`src/rtl/unary_to_binary_decoder.sv`:
```
// rtl/unary_to_binary_decoder.sv - counts ones over FRAME_LEN-bit frames of a unary stream, emits binary counts
// Optional early-frame flush enabled by defining UNARY_DEC_FLUSH_EN.
module unary_to_binary_decoder #(
  parameter int FRAME_LEN   = 32,
  parameter int COUNT_WIDTH = $clog2(FRAME_LEN + 1)
) (
  input  logic                   clk,
  input  logic                   reset,
  input  logic                   in_bit,
  input  logic                   in_valid,
  output logic                   in_ready,
  output logic [COUNT_WIDTH-1:0] out_value,
  output logic                   out_valid,
  input  logic                   out_ready
`ifdef UNARY_DEC_FLUSH_EN
  ,
  input  logic                   flush,
  output logic                   out_partial
`endif
);

  typedef enum logic {ACCUM, STALL} state_t;

  localparam logic [COUNT_WIDTH-1:0] LAST_IDX = COUNT_WIDTH'(FRAME_LEN - 1);

  state_t                 state;
  state_t                 state_next;
  logic [COUNT_WIDTH-1:0] bit_cnt;
  logic [COUNT_WIDTH-1:0] ones_cnt;
  logic [COUNT_WIDTH-1:0] bit_sum;
  logic [COUNT_WIDTH-1:0] ones_sum;
  logic                   accept;
  logic                   full_done;
  logic                   end_frame;
  logic                   slot_free;

  assign in_ready = (state == ACCUM);

  always_comb begin
    accept     = in_valid && (state == ACCUM);
    bit_sum    = bit_cnt + COUNT_WIDTH'(accept);
    ones_sum   = ones_cnt + COUNT_WIDTH'(accept && in_bit);
    full_done  = accept && (bit_cnt == LAST_IDX);
    end_frame  = full_done;
`ifdef UNARY_DEC_FLUSH_EN
    // A flush only ends a frame that has at least one bit, counting this cycle's accept.
    end_frame  = full_done || (flush && (state == ACCUM) && (bit_sum != '0));
`endif
    slot_free  = !out_valid || out_ready;
    state_next = state;
    case (state)
      ACCUM: if (end_frame && !slot_free) state_next = STALL;
      STALL: if (out_ready)               state_next = ACCUM;
      default:                            state_next = ACCUM;
    endcase
  end

  always_ff @(posedge clk or posedge reset) begin
    if (reset) state <= ACCUM;
    else       state <= state_next;
  end

  always_ff @(posedge clk or posedge reset) begin
    if (reset) begin
      bit_cnt   <= '0;
      ones_cnt  <= '0;
      out_value <= '0;
      out_valid <= 1'b0;
    end else begin
      case (state)
        ACCUM: begin
          if (end_frame && slot_free) begin
            out_value <= ones_sum;
            out_valid <= 1'b1;
            bit_cnt   <= '0;
            ones_cnt  <= '0;
          end else if (end_frame) begin
            // Output slot still occupied: park the finished frame in the accumulator.
            bit_cnt  <= bit_sum;
            ones_cnt <= ones_sum;
          end else begin
            bit_cnt  <= bit_sum;
            ones_cnt <= ones_sum;
            if (out_valid && out_ready) out_valid <= 1'b0;
          end
        end
        STALL: begin
          if (out_ready) begin
            out_value <= ones_cnt;
            out_valid <= 1'b1;
            bit_cnt   <= '0;
            ones_cnt  <= '0;
          end
        end
        default: ;
      endcase
    end
  end

`ifdef UNARY_DEC_FLUSH_EN
  logic pend_partial;

  always_ff @(posedge clk or posedge reset) begin
    if (reset) begin
      out_partial  <= 1'b0;
      pend_partial <= 1'b0;
    end else if ((state == ACCUM) && end_frame) begin
      if (slot_free) out_partial  <= !full_done;
      else           pend_partial <= !full_done;
    end else if ((state == STALL) && out_ready) begin
      out_partial <= pend_partial;
    end
  end
`endif

endmodule

```
`config.mk`:
```
export PLATFORM = sky130hd
export DESIGN_NAME = unary_to_binary_decoder
export DESIGN_NICKNAME = d
export VERILOG_FILES = /design/src/rtl/unary_to_binary_decoder.sv
export SDC_FILE = /design/constraint.sdc
export NUM_CORES = 1
export LEC_CHECK = 0
export CAP_MARGIN = 15
export CORE_MARGIN = 10
export CORE_UTILIZATION = 48
export DETAILED_ROUTE_END_ITERATION = 10
export GPL_ROUTABILITY_DRIVEN = 0
export PLACE_DENSITY = 0.72
export RECOVER_POWER = 50
export SETUP_SLACK_MARGIN = 0.05
export SYNTH_ARGS = -nofsm -noshare
export SYNTH_HDL_FRONTEND = slang
export SYNTH_SLANG_ARGS = --single-unit
export TNS_END_PERCENT = 1
```
`constraint.sdc`:
```
create_clock -name clk -period 2.05 [get_ports clk]
set_input_delay 0.5125 -clock clk [delete_from_list [all_inputs] [get_ports clk]]
set_output_delay 0.5125 -clock clk [all_outputs]
set_load 0.02 [all_outputs]
```
==> flow_metrics.py, run 1 <==
metrics = {
    "sta": {
        "period_share_pct": 91.90,
        "fin_crit_ps": 1884,
        "finalHoldViolCount": 0,
        "rsz0062_at_grt": "false",
        "setup_slack_ps": 166.0,
        "drv_slew": 0,
        "fmax_mhz": 530.8,
        "tightest_slew_ps": 1077,
        "setup_viol": 0,
        "fin_worst_skew_ps": 2.617,
        "slew-limit-headroom_pct": 28.17,
    },
    "clocking": {
        "htreeDepth": 1,
        "cts_tree": "done",
        "cts_hold_buf": 0,
        "cts_sinks": 20,
        "postCtsSetupRepairBufs": 0,
        "cts_buffers": 3,
        "cts_root_buffer": "clkbuf_4",
        "cts_buffer_depth": 2,
        "clkLatencyLatePin_ps": 310,
        "clkTransAtPathRegs_ps": 110,
    },
    "worst_setup_path": {
        "critical_path_arrival_ps": 1370,
        "cpMaxStageDelayCell": "dfrtp_1",
        "crit_type": "reg -> out",
        "worst_setup_path_start_kind": "flip-flop",
        "critical_path_buf_inv_count": 3,
        "cp.required_ps": 1540,
        "critPathMaxFanout": 8,
        "worstPathCellList": "buf_4 > inv_1 > dlygate4sd2_1",
        "cpPeakStageDelay_ps": 440,
        "end_kind": "output port",
        "crit_family": "buffers and inverters",
    },
    "global_route": {
        "grt_util_met2_pct": 18.13,
        "grt_pass1_vias": 877,
        "grt_antenna_before_repair": 0,
        "met3_usage_pct": 2.810,
        "grtUsageMet1_pct": 12.95,
        "grt_max_degree": 21,
        "grt_overflow_total": 0,
        "gr-usage-all-layers_pct": 11.07,
        "grt-busiest-layer": "met2",
        "grt_pass1_wl_um": 3912,
    },
    "route": {
        "viasPerCell": 5.413,
        "vias": 812,
        "dr.pass1.iters": 4,
        "drc": 0,
        "totalWireLength_um": 2154,
        "drtIter0Drc": 15,
        "ant_nets": 0,
        "wire_per_inst_um": 14.36,
    },
    "die": {
        "chipWidth_um": 67.32,
        "die_area_um2": 4532,
        "initial_core_util_pct": 49.54,
        "fp.dieH_um": 67.32,
        "coreArea_um2": 2170,
        "placementRows": 17,
        "ios": 13,
    },
    "finish": {
        "final_layout_size_suffix_gt1_share_pct": 22.13,
        "utilization_pct": 62.57,
        "syn2layout_area_growth_pct": 26.31,
        "design_area_um2": 1358,
        "fillers": 201,
        "diodes": 0,
        "nets": 132,
        "final_cell_count_no_fill": 150,
    },
    "synth": {
        "synth_edf_count": 0,
        "synth_cell_types": 29,
        "synth_nets": 109,
        "synth_cells": 100,
        "synth_seq_cells": 20,
        "syn-cell-area_um2": 1075,
        "synth_ff_type": "dfrtp_1",
        "yosysSeqAreaShare_pct": 46.57,
        "synth.avg_cell_area_um2": 10.75,
        "synth_async_sr_flop_share_pct": 100.0,
        "yosysWarningCount": 0,
    },
    "placement": {
        "dp_hpwl_um": 1548,
        "place_area_um2": 1290,
        "io_buffers": 12,
        "preCtsSetupSlack_ps": -348.2,
        "place_inst": 146,
    },
    "run": {
        "cap_violations": 0,
    },
    "outcome": {
        "status": "completed",
    },
    "pwr": {
        "p_leak_nw": 0.6326,
        "ir_drop_mv": 0.8521,
        "powerDensity_nw_per_um2": 1152,
    },
    "worst_hold_path": {
        "hp-class": "reg -> reg",
    },
}
==> final cells by class <==
type,count,area (um^2),area share (%)
Clock inverter,1,30.03,2.212
Tap cell,28,35.03,2.581
Clock buffer,3,22.52,1.659
Inverter,4,15.01,1.106
Multi-Input combinational cell,73,560.5,41.29
Timing Repair Buffer,21,193.9,14.29
Sequential cell,20,500.5,36.87
==> layer usage <==
layer | part of all wire (%) | up-vias
li1 | - | 398
met1 | 46 | 392
met2 | 45 | 17
met3 | 6.3 | 5
met4 | 2.2 | 0
met5 | 0 | -
==> worst paths after layout <==
path | slack [ps] | endpoint | depth (start not counted) | start
min reg2reg | 500 | ones_cnt[5] | 1 | ones_cnt[5]
max | 170 | in_ready | 3 | state
min | 500 | ones_cnt[5] | 1 | ones_cnt[5]
min in group asynchronous | 960 | out_value[0] | 3 | reset
max reg2reg | 270 | out_value[1] | 6 | state
max in group asynchronous | 450 | out_valid | 3 | reset
==> cells in the mapped netlist (2+ instances only) <==
cell type | n | area (um^2)
mux2_2 | 8 | 90.09
nand3_1 | 5 | 25.02
xnor2_1 | 2 | 17.52
nand2_1 | 9 | 33.78
a21oi_1 | 6 | 30.03
nor2_1 | 8 | 30.03
nor3_1 | 2 | 10.01
nand4_1 | 2 | 12.51
a22o_1 | 6 | 52.55
ha_1 | 4 | 50.05
nand2b_1 | 2 | 12.51
mux2i_1 | 4 | 40.04
xor2_1 | 4 | 35.03
dfrtp_1 | 20 | 500.5
inv_1 | 4 | 15.01
==> repair_timing <==
item / CTS / global route
cloned: 0 / 0
hold endpoints to repair: 0 / 0
resized for setup: 2 / 6
setup endpoints to repair: 4 / 7
==> placed cells by master (no fill, tap or decap), types with 2 or more instances in the layout <==
cell type	netlist	layout
a22o_1	6	6
ha_2	0	2
nor2_1	8	8
mux2_2	8	8
xnor2_1	2	2
buf_4	0	6
ha_1	4	2
nand4_1	2	2
clkbuf_4	0	3
nand2_1	9	9
xor2_1	4	4
clkdlybuf4s50_1	0	9
inv_1	4	4
clkbuf_1	1	2
nand2b_1	2	2
a21oi_1	6	6
nand3_1	5	4
dfrtp_1	20	20
mux2i_1	4	4
==> power breakdown <==
| part | total (mW) | switching, mW | internal, mW |
|---|---|---|---|
| clock | 0.326 | 0.128 | 0.198 |
| combinational | 0.531 | 0.219 | 0.311 |
| sequential | 0.708 | 0.166 | 0.542 |
==> registers in the layout (all words and copies together) (netlist names) <==
name       count
ones_cnt       6
bit_cnt        6
out_valid      1
state          1
out_value      6
==> worst reg2reg max path: cells and delay by family (launching register included) <==
family / cells / cell delay, ps
and+or+nand+nor: 2 / 260
DFF: 1 / 440
adders and majority gates: 2 / 470
muxes: 2 / 520
==> per-stage QoR <==
stage / TNS, ps / hold slack (ps) / total power, mW
finish: 0 / 501.6 / 1.564
global route: 0 / 532.0 / 1.690
CTS: 0 / 508.8 / 1.572
detailed placement: -2231 / 492.9 / 1.237
global placement: -1926 / 479.8 / 1.214
floorplan: 0 / 469.7 / 1.041
==> kinds of logic after synthesis <==
kind of cell | synth area share [%]
AOI/OAI and AO/OA | 11.76
adders and majority gates | 4.657
xor gates and xnor gates | 4.889
DFF | 46.57
buffers and inverters | 3.258
muxes | 12.11
and+or+nand+nor | 16.76
Note: power is estimated with default switching activity, not from simulation.
==> run 2, diff against run 1 <==
--- a/config.mk
+++ b/config.mk
@@ -5,7 +5,7 @@
 export SDC_FILE = /design/constraint.sdc
 export NUM_CORES = 1
 export LEC_CHECK = 0
-export CAP_MARGIN = 15
+export CAP_MARGIN = 10
 export CORE_MARGIN = 10
 export CORE_UTILIZATION = 48
 export DETAILED_ROUTE_END_ITERATION = 10
==> results of run 2 <==
Same layout as run 1: the final DEF is identical, and so are final timing and power.
==> run 3, diff against run 2 <==
--- a/config.mk
+++ b/config.mk
@@ -7,12 +7,14 @@
 export LEC_CHECK = 0
 export CAP_MARGIN = 10
 export CORE_MARGIN = 10
-export CORE_UTILIZATION = 48
+export CORE_UTILIZATION = 54
 export DETAILED_ROUTE_END_ITERATION = 10
+export DONT_BUFFER_PORTS = 1
 export GPL_ROUTABILITY_DRIVEN = 0
-export PLACE_DENSITY = 0.72
+export PLACE_DENSITY = 0.71
 export RECOVER_POWER = 50
 export SETUP_SLACK_MARGIN = 0.05
+export SLEW_MARGIN = 20
 export SYNTH_ARGS = -nofsm -noshare
 export SYNTH_HDL_FRONTEND = slang
 export SYNTH_SLANG_ARGS = --single-unit
==> run 3 against run 2 <==
Net effect: worst hold slack worse by 280 ps; non-clock buffer count down 20; first-iteration DRC count up 87%; wire length down 13%; via count down 13%; clock skew about the same; critical path type is now reg -> reg; register-to-register slack worse by 50 ps; largest power group unchanged; die area down 7.9%; cell count down 14%; clock power down 30%.
==> flow_metrics.py, run 3 (synthesized netlist as in run 1, its figures left out) <==
metrics = {
    "outcome": {
        "status": "completed",
    },
    "sta": {
        "drv_slew": 0,
        "setup_viol": 0,
        "fin_worst_skew_ps": 2.557,
        "fmax_mhz": 546.4,
        "period_share_pct": 89.28,
        "rsz0062_at_grt": "false",
        "fin_tns_setup_ps": 0,
        "setup_slack_ps": 219.8,
        "fin_crit_ps": 1830,
        "slew-limit-headroom_pct": 44.37,
        "finalHoldViolCount": 0,
        "tightest_slew_ps": 831.3,
    },
    "clocking": {
        "cts_root_buffer": "clkbuf_4",
        "htreeDepth": 1,
        "cts_buffers": 3,
        "clkLatencyLatePin_ps": 300,
        "cts_tree": "done",
        "clkTransAtPathRegs_ps": 110,
        "cts_buffer_depth": 2,
        "cts_sinks": 20,
        "postCtsSetupRepairBufs": 0,
        "cts_resized": 0,
        "cts_hold_buf": 0,
    },
    "finish": {
        "syn2layout_area_growth_pct": 5.355,
        "final_cell_mix": "dfrtp_1 (20), nand2_1 (9), nor2_1 (8), mux2_2 (8)",
        "seqCellArea_um2": 500.5,
        "utilization_pct": 58.92,
        "final_cell_count_no_fill": 129,
        "diodes": 0,
        "fillers": 177,
        "nets": 112,
        "multi_input_area_um2": 539.3,
        "largest_registers": "bit_cnt x6, ones_cnt x6, out_value x6",
        "final_common_cell": "dfrtp_1",
        "final_layout_size_suffix_gt1_share_pct": 16.67,
    },
    "route": {
        "drc": 0,
        "totalWireLength_um": 1884,
        "drtIter0Drc": 28,
        "wire_per_inst_um": 14.60,
        "viasPerCell": 5.504,
        "ant_nets": 0,
        "dr.pass1.iters": 4,
        "vias": 710,
    },
    "placement": {
        "io_buffers": 0,
        "place_inst": 125,
        "dp_hpwl_um": 1368,
        "preCtsSetupSlack_ps": 138.3,
    },
    "die": {
        "chipWidth_um": 64.62,
        "placementRows": 16,
        "die_area_um2": 4175,
        "fp.dieH_um": 64.62,
        "coreArea_um2": 1922,
        "initial_core_util_pct": 55.92,
        "ios": 13,
    },
    "pwr": {
        "switching_share_pct": 35.36,
        "p_comb_share_pct": 26.7,
        "ir_drop_mv": 0.8370,
        "internal_power_mw": 0.8674,
        "switchingPower_mw": 0.4744,
        "seq_power_share_pct": 56.2,
        "p_leak_nw": 0.5332,
        "clockPowerShare_pct": 17.0,
        "powerDensity_nw_per_um2": 1185,
    },
    "global_route": {
        "grt_max_degree": 21,
        "grt_antenna_before_repair": 0,
        "grt-busiest-layer": "met2",
        "grt_pass1_wl_um": 3305,
        "gr-usage-all-layers_pct": 9.711,
        "grt_overflow_total": 0,
        "met3_usage_pct": 5.842,
        "grtUsageMet1_pct": 11.87,
        "grt_pass1_vias": 698,
        "grt_util_met2_pct": 14.16,
    },
    "worst_setup_path": {
        "cpPeakStageDelay_ps": 680,
        "crit_type": "reg -> reg",
        "critical_path_arrival_ps": 2080,
        "critPathMaxFanout": 14,
        "setup.worst_path.start": "state",
        "cp.required_ps": 2300,
        "r2r-start": "state",
        "worst_setup_path_start_kind": "flip-flop",
        "rr_worst_depth": 5,
        "end_kind": "flip-flop",
        "cpMaxStageDelayCell": "nor2_1",
        "worstPathCellList": "buf_4 > inv_1 > nor2_1 > a22oi_1 > nand2_1",
        "r2r-end": "bit_cnt[2]",
        "regToRegSetupSlack_ps": 220,
    },
    "worst_hold_path": {
        "hp-class": "in -> async",
    },
    "run": {
        "cap_violations": 0,
    },
}
[run 3: cell types whose count changed in the layout (fill, tap and decap cells not counted), moves of 2 or more]
cell             previous run  this run
clkdlybuf4s50_1             9         0
buf_4                       6         1
clkbuf_1                    2         0
ha_1                        2         4
ha_2                        2         0
[run 3: power groups by stage]
stage	clock network (mW)	registers [mW]	logic, mW
floorplan	0	0.726	0.315
global placement	0	0.762	0.348
detailed placement	0	0.764	0.359
CTS	0.236	0.757	0.364
global route	0.250	0.789	0.412
finish	0.229	0.754	0.359
[run 3: layout make-up]
cell class	count	share of cell area [%]
multi-input cells	73	47.62
flip-flops and latches	20	44.20
clock buffers	4	3.204
well taps	27	2.983
inverters	4	1.326
repair buffers	1	0.6630
[run 3: how the worst max path moves through the flow]
stage,end,slack (ps),cells past startpoint
2_1_floorplan,out_value[1],120,7
3_3_place_gp,out_value[1],140,6
3_5_place_dp,out_value[1],140,6
4_1_cts,bit_cnt[2],240,5
5_1_grt,ones_cnt[3],70,5
6_report,bit_cnt[2],220,5
[run 3: layer usage]
metal / vias up / wire (um)
met5: - / 0
li1: 356 / -
met2: 16 / 791
met4: 0 / 9
met3: 2 / 188
met1: 336 / 895
[run 3: worst max-delay path: cells and delay by family, from the launching register on]
family / cells / cell delay (ps)
buffers and inverters: 2 / 400
DFF: 1 / 400
and+or+nand+nor: 2 / 780
AOI/OAI and AO/OA: 1 / 200
[run 3: through the flow]
stage	area (um^2)	hold slack (ps)	power [mW]
detailed placement	1096	497.6	1.123
CTS	1132	240.2	1.357
global placement	1096	480.5	1.109
global route	1132	248.2	1.451
finish	1132	218.4	1.342
floorplan	1075	469.7	1.041
==> edit, RTL diff (config.mk and constraints of run 2) <==
One comparison of `bit_cnt` changes from == to >=.
--- a/src/rtl/unary_to_binary_decoder.sv
+++ b/src/rtl/unary_to_binary_decoder.sv
@@ -41,5 +41,5 @@
     bit_sum    = bit_cnt + COUNT_WIDTH'(accept);
     ones_sum   = ones_cnt + COUNT_WIDTH'(accept && in_bit);
-    full_done  = accept && (bit_cnt == LAST_IDX);
+    full_done  = accept && (bit_cnt >= LAST_IDX);
     end_frame  = full_done;
 `ifdef UNARY_DEC_FLUSH_EN
Check against the original RTL: same outputs for any inputs over 10 cycles, from zero or initial values and one cycle with reset high; that may be too few to reach the edited logic, so the function may still have changed.
==> edit against run 2 <==
Design area rose by 5.0%; non-clock buffer count rose by 3; die area rose by 2.6%; power fell by 2.0%; critical endpoint is now out_value[2]$_DFFE_PP0P_; wire length rose by 21%; cell count rose by 15%; largest cell class unchanged; synthesized area rose by 3.7%; largest power group unchanged; clock skew rose by 0.0048 ns; sequential cell count did not move; worst setup slack got worse by 0.041 ns.
==> edit: results (changes against run 2) <==
- Counting instances in the post-synthesis netlist gives the leading cell types as sky130_fd_sc_hd__dfrtp_1, sky130_fd_sc_hd__nand2_1, sky130_fd_sc_hd__o21ai_0, sky130_fd_sc_hd__nand3_1.
- The maximum fanout along the worst path is 4 (-4).
- The number of placed instances with taps included is 168 (+15%).
- The final routed wire length divided by cell count is 15.17 um (+5.7%).
- The number of fillers in the final layout came to 181 (-10%).
- The via count of the routed design was 954 (+17%).
- The number of global-route vias before repair is 944 (+7.6%).
- The final antenna diode count is 0 (unchanged).
- The vias per cell is 5.547 (+2.5%).
- The maximum vdd ir drop is 0.6964 mV (-18%).
- The sequential cell area fraction in the yosys report is 44.89% (-1.7 points).
- Yosys attributes the largest share of cell area to sky130_fd_sc_hd__dfrtp_1, sky130_fd_sc_hd__o21ai_0, sky130_fd_sc_hd__nand2_1, sky130_fd_sc_hd__mux2_2, sky130_fd_sc_hd__ha_1.
- The post-route clock skew came to 0.007369 ns (+0.004752 ns).
- The DRC marker count from the first detailed-route iteration is 69 (+54).
- The post-placement setup slack came to -0.4215 ns (-0.07329 ns).
- The global-route usage over all layers was 12.42% (+1.3 points).
- The leakage power came to 0.0006459 uW (+2.1%).
- sky130_fd_sc_hd__dfrtp_1 is the most common cell in the netlist.
- The net count of the mapped netlist is 129 (+18%).
- The number of instances in the synthesized netlist is 120 (+20%).
- The clock tree root driver cell is sky130_fd_sc_hd__clkbuf_4.
- The wire length of the first global-routing pass is 4464 um (+14%).
- The flow ran to the end, and the final reports show no timing, DRC or antenna violations.
- The switching part of the total came to 36.44% (+3.6 points).
- The clock insertion delay at the later pin of the skew report is 0.30 ns.
- The placed wire-length estimate was 1803 um (+16%).
- The detailed-routing iteration count for the pre-antenna-repair pass came to 4 (unchanged).
- The arrival time of data at the critical path endpoint came to 2.11 ns (+0.74 ns).
- The worst-margin pin slew is 1.089 ns (+0.01119 ns).
- The fraction of layout instances using a drive strength above 1 came to 20.14% (-2.0 points).
- The net count of the finished layout came to 154 (+17%).
edit: area by class of cell:
type	count	area, um^2	share of cell area, %
Multi-Input combinational cell	89	619.3	43.46
Sequential cell	20	500.5	35.12
Timing Repair Buffer	24	207.7	14.57
Clock buffer	4	36.28	2.546
Tap cell	28	35.03	2.458
Inverter	7	26.28	1.844
edit: logic make-up after synthesis:
logic type               synth area share (%)
adder cells (fa/ha/maj)                 4.490
XOR/XNOR                                3.143
flip-flops                              44.89
buffers and inverters                   3.703
AND/OR/NAND/NOR                         21.10
multiplexers                            6.060
AO/OA/AOI/OAI                           16.61
edit: metal layers:
metal	vias up	part of all wire (%)	track usage, %
met5	-	0	0
met4	0	1.5	4.020
met3	4	5.6	3.752
met2	22	51	20.12
met1	457	42	15.41
li1	471	-	-
edit: worst paths after layout:
check,from,end,slack [ns],depth (start not counted)
setup / recovery,in_bit,out_value[2]$_DFFE_PP0P_,0.13,7
hold / removal,out_value[5]$_DFFE_PP0P_,out_value[5]$_DFFE_PP0P_,0.52,1
setup reg to reg,bit_cnt[3]$_DFFE_PP0P_,out_value[3]$_DFFE_PP0P_,0.19,4
hold reg to reg,out_value[5]$_DFFE_PP0P_,out_value[5]$_DFFE_PP0P_,0.52,1
max in group asynchronous,reset,ones_cnt[4]$_DFFE_PP0P_,0.42,3
min in group asynchronous,reset,state$_DFF_PP0_,0.97,3
edit: worst max-delay path: stages:
cell and delay (ns):
sky130_fd_sc_hd__clkdlybuf4s50_1 0.39, sky130_fd_sc_hd__and2_1 0.13, sky130_fd_sc_hd__ha_1 0.22, sky130_fd_sc_hd__ha_4 0.18, sky130_fd_sc_hd__and3_1 0.16, sky130_fd_sc_hd__or2_2 0.26, sky130_fd_sc_hd__mux2_2 0.26
edit: timing repair:
| item | in CTS | in global routing |
|---|---|---|
| endpoints found under the setup margin | 9 | 16 |
| pin swaps | 3 | 1 |
| gates resized for setup | 7 | 8 |
edit: power by group through the flow:
| stage | clock network [uW] | registers (uW) | logic [uW] |
|---|---|---|---|
| after floorplan | 0 | 725 | 320 |
| after global placement | 0 | 680 | 562 |
| after detailed placement | 0 | 693 | 583 |
| after CTS | 241 | 693 | 608 |
| after global routing | 263 | 730 | 676 |
| final | 228 | 700 | 604 |
edit: through the flow:
stage | total power [uW] | setup TNS (ns) | instance area, um^2
3_5_place_dp | 1275 | -4.685 | 1345
2_1_floorplan | 1045 | 0 | 1115
6_report | 1533 | 0 | 1425
3_3_place_gp | 1242 | -3.666 | 1345
4_1_cts | 1542 | -0.03368 | 1403
5_1_grt | 1668 | 0 | 1425
